<file path="src/rtl/bus_arbiter_pkg.sv">
// ---------------------------------------------------------------------------
// bus_arbiter_pkg
// Shared constants and types for the memory-bus arbiter.
//   ARB_NUM_MASTERS / ARB_IDX_WIDTH / ARB_HOLD_LIMIT : default geometry
//   REQ_NORMAL / REQ_PWB                             : request class encodings
//   arb_state_t                                      : arbiter FSM encodings
// ---------------------------------------------------------------------------
package bus_arbiter_pkg;

    localparam int ARB_NUM_MASTERS = 4;
    localparam int ARB_IDX_WIDTH   = 2;
    localparam int ARB_HOLD_LIMIT  = 16;

    localparam logic REQ_NORMAL = 1'b0;
    localparam logic REQ_PWB    = 1'b1;

    typedef enum logic [1:0] {
        ARB_IDLE    = 2'd0,
        ARB_GRANT   = 2'd1,
        ARB_RELEASE = 2'd2
    } arb_state_t;

    // Width of a counter that must reach limit-1 (never narrower than 1 bit).
    function automatic int cnt_width(input int limit);
        return (limit > 1) ? $clog2(limit) : 1;
    endfunction

endpackage

</file>
<file path="src/rtl/bus_arbiter_rr_pick.sv">
// ---------------------------------------------------------------------------
// bus_arbiter_rr_pick
// Combinational rotating-priority picker. The search starts at i_start and
// wraps around; the first set request bit wins.
//   i_req    : request vector
//   i_start  : index with highest priority this cycle
//   o_onehot : one-hot winner (zero when nothing requests)
//   o_idx    : winner index (zero when nothing requests)
//   o_any    : at least one request bit set
// ---------------------------------------------------------------------------
module bus_arbiter_rr_pick #(
    parameter int N  = 4,
    parameter int IW = 2
) (
    input  logic [N-1:0]  i_req,
    input  logic [IW-1:0] i_start,
    output logic [N-1:0]  o_onehot,
    output logic [IW-1:0] o_idx,
    output logic          o_any
);

    always_comb begin
        o_onehot = '0;
        o_idx    = '0;
        o_any    = 1'b0;
        for (int off = 0; off < N; off++) begin
            logic [IW-1:0] w_idx;
            w_idx = IW'((int'(i_start) + off) % N);
            if (!o_any && i_req[w_idx]) begin
                o_any           = 1'b1;
                o_onehot[w_idx] = 1'b1;
                o_idx           = w_idx;
            end
        end
    end

endmodule

</file>
<file path="src/rtl/bus_arbiter.sv">
// ---------------------------------------------------------------------------
// bus_arbiter
// Single-owner arbiter for the shared memory bus. PWB requests outrank
// normal ones; masters of the same class are served round-robin. Every
// handover passes through one RELEASE (turnaround) cycle with no grant.
//   plusclk      : clock, rising edge
//   rst          : asynchronous active-high reset
//   bus_req      : per-master request (level)
//   bus_req_type : per-master class, 0 normal / 1 PWB
//   bus_hold     : owner keeps the bus while its bit is 1
//   bus_grant    : registered one-hot grant (or zero)
//   bus_active   : registered, high while any grant is high
//   bus_owner    : index of the current or last owner
//   hold_timeout : sticky, set when a tenure is cut at the hold limit
// ---------------------------------------------------------------------------
module bus_arbiter
    import bus_arbiter_pkg::*;
#(
    parameter int NUM_MASTERS = ARB_NUM_MASTERS,
    parameter int IDX_WIDTH   = ARB_IDX_WIDTH,
    parameter int HOLD_LIMIT  = ARB_HOLD_LIMIT
) (
    input  logic                   plusclk,
    input  logic                   rst,
    input  logic [NUM_MASTERS-1:0] bus_req,
    input  logic [NUM_MASTERS-1:0] bus_req_type,
    input  logic [NUM_MASTERS-1:0] bus_hold,
    output logic [NUM_MASTERS-1:0] bus_grant,
    output logic                   bus_active,
    output logic [IDX_WIDTH-1:0]   bus_owner,
    output logic                   hold_timeout
);

    localparam int CW = cnt_width(HOLD_LIMIT);
    localparam logic [CW-1:0] TENURE_MAX = CW'(HOLD_LIMIT - 1);

    arb_state_t             r_state, w_state_next;
    logic [NUM_MASTERS-1:0] r_grant, w_grant_next;
    logic                   r_active;
    logic [IDX_WIDTH-1:0]   r_owner, w_owner_next;
    logic [IDX_WIDTH-1:0]   r_rr_ptr, w_rr_next;
    logic [CW-1:0]          r_tenure, w_tenure_next;
    logic                   r_timeout, w_timeout_next;

    logic [NUM_MASTERS-1:0] w_pwb_req;
    logic [IDX_WIDTH-1:0]   w_start;
    logic [NUM_MASTERS-1:0] w_pwb_onehot, w_all_onehot, w_win_onehot;
    logic [IDX_WIDTH-1:0]   w_pwb_idx, w_all_idx, w_win_idx;
    logic                   w_pwb_any, w_all_any;
    logic                   w_owner_hold;

    // Class bits are meaningful only while the matching request is high.
    generate
        for (genvar gi = 0; gi < NUM_MASTERS; gi++) begin : g_pwb
            assign w_pwb_req[gi] = bus_req[gi] && (bus_req_type[gi] == REQ_PWB);
        end
    endgenerate

    // Rotating priority begins one past the last winner.
    assign w_start = (r_rr_ptr == IDX_WIDTH'(NUM_MASTERS - 1)) ? '0 : r_rr_ptr + 1'b1;

    bus_arbiter_rr_pick #(.N(NUM_MASTERS), .IW(IDX_WIDTH)) u_pick_pwb (
        .i_req    (w_pwb_req),
        .i_start  (w_start),
        .o_onehot (w_pwb_onehot),
        .o_idx    (w_pwb_idx),
        .o_any    (w_pwb_any)
    );

    bus_arbiter_rr_pick #(.N(NUM_MASTERS), .IW(IDX_WIDTH)) u_pick_all (
        .i_req    (bus_req),
        .i_start  (w_start),
        .o_onehot (w_all_onehot),
        .o_idx    (w_all_idx),
        .o_any    (w_all_any)
    );

    assign w_win_onehot = w_pwb_any ? w_pwb_onehot : w_all_onehot;
    assign w_win_idx    = w_pwb_any ? w_pwb_idx    : w_all_idx;

    // Only the owner's hold bit matters; all others are ignored.
    assign w_owner_hold = bus_hold[r_owner];

    always_comb begin
        w_state_next   = r_state;
        w_grant_next   = r_grant;
        w_owner_next   = r_owner;
        w_rr_next      = r_rr_ptr;
        w_tenure_next  = r_tenure;
        w_timeout_next = r_timeout;
        case (r_state)
            ARB_IDLE, ARB_RELEASE: begin
                // w_all_any covers the PWB class too.
                if (w_all_any) begin
                    w_state_next  = ARB_GRANT;
                    w_grant_next  = w_win_onehot;
                    w_owner_next  = w_win_idx;
                    w_rr_next     = w_win_idx;
                    w_tenure_next = '0;
                end else begin
                    w_state_next = ARB_IDLE;
                    w_grant_next = '0;
                end
            end
            ARB_GRANT: begin
                if (!w_owner_hold || (r_tenure == TENURE_MAX)) begin
                    w_state_next = ARB_RELEASE;
                    w_grant_next = '0;
                    if (w_owner_hold) begin
                        w_timeout_next = 1'b1;
                    end
                end else begin
                    w_tenure_next = r_tenure + 1'b1;
                end
            end
            default: begin
                w_state_next = ARB_IDLE;
                w_grant_next = '0;
            end
        endcase
    end

    always_ff @(posedge plusclk or posedge rst) begin
        if (rst) begin
            r_state   <= ARB_IDLE;
            r_grant   <= '0;
            r_active  <= 1'b0;
            r_owner   <= '0;
            r_rr_ptr  <= IDX_WIDTH'(NUM_MASTERS - 1);
            r_tenure  <= '0;
            r_timeout <= 1'b0;
        end else begin
            r_state   <= w_state_next;
            r_grant   <= w_grant_next;
            r_active  <= |w_grant_next;
            r_owner   <= w_owner_next;
            r_rr_ptr  <= w_rr_next;
            r_tenure  <= w_tenure_next;
            r_timeout <= w_timeout_next;
        end
    end

    assign bus_grant    = r_grant;
    assign bus_active   = r_active;
    assign bus_owner    = r_owner;
    assign hold_timeout = r_timeout;

endmodule
</file>
<file path="config.mk">
export PLATFORM = sky130hd
export DESIGN_NAME = bus_arbiter
export DESIGN_NICKNAME = d
export VERILOG_FILES = /design/src/rtl/bus_arbiter_pkg.sv /design/src/rtl/bus_arbiter_rr_pick.sv /design/src/rtl/bus_arbiter.sv
export SDC_FILE = /design/constraint.sdc
export NUM_CORES = 1
export LEC_CHECK = 0
export CORE_ASPECT_RATIO = 1.5
export CORE_MARGIN = 1
export CORE_UTILIZATION = 45
export CTS_CLUSTER_SIZE = 10
export DETAILED_ROUTE_END_ITERATION = 7
export GPL_TIMING_DRIVEN = 0
export PLACE_DENSITY = 0.67
export SLEW_MARGIN = 10
export SYNTH_ARGS = -nofsm -noshare
export SYNTH_HDL_FRONTEND = slang
export SYNTH_SLANG_ARGS = --single-unit
</file>
<file path="constraint.sdc">
create_clock -name plusclk -period 6.95 [get_ports plusclk]
set_clock_uncertainty 0.2 [all_clocks]
set_input_delay 1.39 -clock plusclk [delete_from_list [all_inputs] [get_ports plusclk]]
set_output_delay 1.39 -clock plusclk [all_outputs]
set_load 0.005 [all_outputs]
</file>
# Word level (Yosys, flattened, before mapping)

Index checks and enable logic that the tools add are counted.

Flip-flop bits (word level): 16
Bits of input ports: 14
Output and inout port bits: 8
Word-level logic and storage cells: 125

Add/sub/neg operators: 5
Order comparisons: 9
Eq/ne operators: 7
Mux-type cells: 62
Bitwise gates (word level): 6
Reductions and logical operators: 29

Operators with widths:

| operator                                                           | number |
|---|---|
| 2-to-1 mux 4 bit                                                   | 13 |
| bitwise OR 4 bit                                                   | 6 |
| 2-to-1 mux 1 bit                                                   | 22 |
| 2-to-1 mux 2 bit                                                   | 11 |
| binary-select mux 1 bit (select 2 bit)                             | 9 |
| case mux 4 bit (2 select lines)                                    | 2 |
| < comparator 2 x 3 -> 1 bit (second input constant)                | 5 |
| logical AND 1 bit                                                  | 14 |
| demux 1 bit (select 2 bit)                                         | 4 |
| greater-or-equal comparator 2 x 1 -> 1 bit (second input constant) | 4 |
| logical NOT 1 bit                                                  | 7 |
| AND reduction 3 bit                                                | 2 |
| adder 2 x 1 -> 2 bit (second input constant)                       | 2 |
| adder 2 bit (second input constant)                                | 2 |
| adder 4 x 1 -> 4 bit (second input constant)                       | 1 |
| equality test 2 bit (second input constant)                        | 2 |
| equality test 4 bit (second input constant)                        | 1 |
| != test 2 bit (second input constant)                              | 2 |
| case mux 2 bit (2 select lines)                                    | 1 |
| OR reduction 4 bit                                                 | 1 |
| equality test 2 x 1 -> 1 bit (second input constant)               | 1 |
| logical NOT 2 bit                                                  | 1 |
| != test 2 x 1 -> 1 bit (second input constant)                     | 1 |
| AND reduction 2 bit                                                | 1 |
| 3 further kinds                                                    | 3 |

# Depth between registers and ports, before layout

Word-level depth: 18
Mapped depth: 11
Mapped depth without buffers: 9

# Modules after synthesis

A second synthesis with hierarchy kept.

Cell total of the unflattened synthesis: 164
Area, all modules: 1,692.9 um2

By module, submodules not included:

| module                            | instances | cells an instance | area an instance (um2) | sequential area each (um2) |
|---|---|---|---|---|
| bus_arbiter                       | 1         | 74                | 852.1                  | 402.9 |
| bus_arbiter_rr_pick at u_pick_all | 1         | 45                | 421.7                  | 0.0 |
| bus_arbiter_rr_pick at u_pick_pwb | 1         | 45                | 419.2                  | 0.0 |

# Worst setup path after synthesis

No wires, ideal clock.

Path kind: input to register
From: in bus_req[2]
To: reg r_active, in the netlist bus_active
Library setup time: 0.139 ns
Arrival: 3.409 ns
Required time: 6.611 ns
Slack: 3.203 ns
Stages: 8
Path buffers: 1
Cells stage by stage: clkbuf_1 o21bai_1 a2111oi_0 nor3_1 and2b_1 a211o_1 a32o_2 or4_1

Cells in the longest elaborated chain, start to end: 17
Elaborated cells on any way between the ends: 55
Classes of those cells: 35 x mux; 6 x bitwise; 14 x reduce/logical

Ends and longest elaborated chain:

| what                                                        | RTL line                  | source |
|---|---|---|
| start, declared                                             | bus_arbiter.sv:25         | `input logic [NUM_MASTERS-1:0] bus_req,` |
| logical AND 1 bit                                           | bus_arbiter.sv:55         | `assign w_pwb_req[gi] = bus_req[gi] && (bus_req_type[gi] == REQ_PWB);` |
| binary-select mux 1 bit (select 2 bit)                      | bus_arbiter_rr_pick.sv:29 | `if (!o_any && i_req[w_idx]) begin` |
| 2-to-1 mux 1 bit (not written as such)                      | bus_arbiter_rr_pick.sv:29 |  |
| 2-to-1 mux 1 bit                                            | bus_arbiter_rr_pick.sv:29 |  |
| logical NOT 1 bit                                           | bus_arbiter_rr_pick.sv:29 |  |
| logical AND 1 bit                                           | bus_arbiter_rr_pick.sv:29 |  |
| 2-to-1 mux 1 bit                                            | bus_arbiter_rr_pick.sv:29 |  |
| logical NOT 1 bit                                           | bus_arbiter_rr_pick.sv:29 |  |
| [2 not listed]                                              | n/a                       |  |
| logical NOT 1 bit                                           | bus_arbiter_rr_pick.sv:29 |  |
| logical AND 1 bit                                           | bus_arbiter_rr_pick.sv:29 |  |
| 2-to-1 mux 4 bit / 2-to-1 mux 1 bit (equally long branches) | bus_arbiter_rr_pick.sv:29 |  |
| 2-to-1 mux 4 bit                                            | bus_arbiter.sv:78         | `assign w_win_onehot = w_pwb_any ? w_pwb_onehot : w_all_onehot;` |
| 2-to-1 mux 4 bit *                                          | bus_arbiter.sv:94         | `if (w_all_any) begin` |
| case mux 4 bit (2 select lines) *                           | bus_arbiter.sv:91         | `case (r_state)` |
| net w_grant_next[0]                                         | bus_arbiter.sv:38         | `logic [NUM_MASTERS-1:0] r_grant, w_grant_next;` |
| OR reduction 4 bit *                                        | bus_arbiter.sv:135        | `r_active <= \|w_grant_next;` |
| end signal, assigned                                        | bus_arbiter.sv:135        |  |
| end, declared                                               | bus_arbiter.sv:39         | `logic r_active;` |

Mark *: on every way through the listed nets, which the timed path passes. The rest lies on a longest branch. The select of a mux whose other input is x is not followed.
A chain may end at the register's enable or synchronous reset.

# Worst setup path in the final report

Ends and elaborated chain as after synthesis.

==> run_results.csv <==
group,metric,value,unit
detailed_routing,wl_per_cell,18.0,um
synthesis,syn_nets,212,
pwr,total_power,0.915,mW
placed_design,io_buffers,20,
finish,n_antenna_cell,0,
setup_path,cp-end-kind,"register",
job,cap_violations,0,
sta,rsz0062_at_grt,"false",
setup_path,rr_endpoint,"bus_active",
global_routing,grt_pass1_vias,1606,
floorplan,io_pins,22,
synthesis,postSynthCellCount,189,
setup_path,cp-start-kind,"primary input",
synthesis,synthArstFlopShare,1.00,
sta,tns,0,ns
finish,synthToLayoutAreaGrowth,18.9,%
floorplan,core_area,3420,um2
sta,worst_slew_pin_slew,0.620,ns
finish,multiInputGateArea,1140,um2
global_routing,gr-total-overflow,0,
synthesis,ys_ff_latch,16,
synthesis,avgSynthCellArea,8.61,um2
clock_tree,cts_buffers,3,
setup_path,critPathKind,"primary input to register",
clock_tree,htreeDepth,1,
global_routing,grt_antenna_before_repair,0,
placed_design,place_area,1880,um2
setup_path,crit_arrival,4.33,ns
detailed_routing,drt_iter0_drc,96,
synthesis,synth-edff-count,0,
clock_tree,clockBufferDepth,2,
synthesis,synth_area,1630,um2
synthesis,yosysUniqueCellTypes,55,
clock_tree,root_buffer,"clkbuf_8",
pwr,powerDensity,473,nW/um2
status,status,"finished clean",
detailed_routing,vias,1628,
finish,nets,237,
clock_tree,clk_pin_slew_worst_paths,0.06,ns
sta,slew_headroom,0.586,
clock_tree,hold_buffers,0,
global_routing,grt_pass1_wl,7.50,mm
setup_path,worstRegToRegCells,10,
sta,finalSetupViolCount,0,
pwr,peakVddDrop,0.257,mV
sta,fin_crit_sh,0.635,
finish,seq_area,403,um2
setup_path,crit_fanout,10,
clock_tree,cts_tree,"yes",
sta,fin_crit,4.41,ns
detailed_routing,ant_nets,0,
synthesis,synthTopCellsByArea,"dfrtp_1, mux4_2, ha_1, nand2_1, nor2_1",
worst_hold_path,min_path_type,"register to register",
synthesis,ys_seq_area_frac,0.248,
pwr,leakage,0.812,nW
floorplan,fp.dieW,51.1,um
finish,nFillCells,337,
worst_hold_path,whs_endpoint,"hold_timeout",
global_routing,grt_max_degree,17,
worst_hold_path,worstHoldPathCells,1,
floorplan,num_rows,26,
clock_tree,clk_latency,0.25,ns
setup_path,r2r_start,"r_rr_ptr[0]",
synthesis,yosys.area.top_type,"dfrtp_1",
detailed_routing,totalWireLength,4.58,mm
floorplan,start_util,0.476,
setup_path,cp.required,6.87,ns
detailed_routing,viasPerCell,6.38,
floorplan,die-area,3860,um2
sta,max_freq,227,MHz
finish,fin_area,1930,um2
sta,hold_viol_final,0,
clock_tree,cts_resized,0,
placed_design,post-place-ws,2.35,ns
synthesis,synth_flop_cell,"dfrtp_1",
setup_path,r2r_slack,3.00,ns
placed_design,place_congestion,0.974,
worst_hold_path,worstHoldStart,"hold_timeout",
sta,drv_slew,0,
floorplan,fp.dieH,75.6,um
detailed_routing,drcViolationCount,0,
placed_design,hpwl,3.61,mm
clock_tree,tritoncts_num_sinks,16,
detailed_routing,dr.pass1.iters,5,
synthesis,synth_top_area_share,0.215,
synthesis,yosysWarningCount,0,
synthesis,synthTopCellsByCount,"nand2_1, nor2_1, dfrtp_1, a21oi_1, ha_1",
global_routing,track_usage,0.267,
finish,drive_above_1_share,0.113,
sta,layout_setup_ws,2.54,ns
clock_tree,cts_setup_buffers,0,
==> kinds of logic (layout without fill, tap and decap cells) <==
| logic type | count (synthesis) | count (layout) | share of synthesized area |
|---|---|---|---|
| AO/OA/AOI/OAI | 43 | 43 | 0.187 |
| XOR/XNOR | 3 | 3 | 0.0162 |
| adder cells (fa/ha/maj) | 9 | 9 | 0.0692 |
| buffers and inverters | 18 | 42 | 0.0531 |
| flip-flops | 16 | 16 | 0.248 |
| multiplexers | 15 | 15 | 0.158 |
| AND/OR/NAND/NOR | 85 | 85 | 0.268 |
==> routing by layer <==
layer  vias up  wire length (um)  track usage
met5         -                 0            0
met4         0               181        0.170
met3        21               219       0.0240
met2        79              2500        0.515
met1       770              1670        0.272
li1        758                 -            -
==> area by class of cell <==
cell class,instances,share of cell area
multi-input cells,155,0.588
well taps,42,0.0272
flip-flops and latches,16,0.208
clock buffers,4,0.0285
plain buffers,10,0.0291
repair buffers,20,0.103
inverters,8,0.0155
==> layout by cell type, fill, tap and decap left out, types with 3 or more instances in the layout <==
cell type	synthesis	routed
clkbuf_1	4	4
nand2_1	20	20
nor2b_1	5	5
o22ai_1	3	3
nor3_1	4	4
dfrtp_1	14	14
inv_1	8	8
o21ai_0	4	4
mux2i_1	7	7
ha_1	9	9
a211oi_1	4	4
clkbuf_8	0	4
nor2_1	20	20
and3_1	5	5
and2_1	5	5
buf_2	3	3
nand3_1	8	8
nand4_1	3	3
mux4_2	6	6
a21oi_1	10	10
clkdlybuf4s50_1	0	20
nor4_1	3	3
==> registers in the layout, summed over array words and instances, names as in the netlist <==
signal        cells
bus_owner         2
r_tenure          4
hold_timeout      1
bus_grant         4
r_state           2
r_rr_ptr          2
bus_active        1
==> report_power, final <==
part	switching (mW)	total [mW]	internal, mW
Combinational	0.389	0.670	0.281
Clock	0.0313	0.0816	0.0503
Sequential	0.0284	0.163	0.135
==> worst max path at each step <==
stage	from	slack (ns)	cells past startpoint	to
finish	bus_req[2]	2.54	9	bus_active
global route	bus_req[2]	2.38	9	bus_active
CTS	bus_req[2]	2.59	9	bus_active
detailed placement	bus_req[2]	2.35	9	bus_active
global placement	bus_req[2]	2.37	9	bus_active
floorplan	bus_req[2]	3.20	8	bus_active
==> stage by stage <==
step | hold WS [ns] | util | instances
after floorplan | 0.266 | - | 189
after global placement | 0.256 | 0.550 | 251
after detailed placement | 0.264 | 0.550 | 251
after CTS | 0.284 | 0.566 | 255
after global routing | 0.291 | 0.566 | 255
final | 0.282 | 0.566 | 255
==> critical path, stage by stage <==
cell             delay, ns
clkdlybuf4s50_1       0.50
clkbuf_1              0.31
o21bai_1              0.18
a2111oi_0             0.13
nor3_1                0.43
and2b_1               0.32
a211o_1               0.33
a32o_2                0.27
or4_1                 0.47
Power figures use the tool's default switching activity.
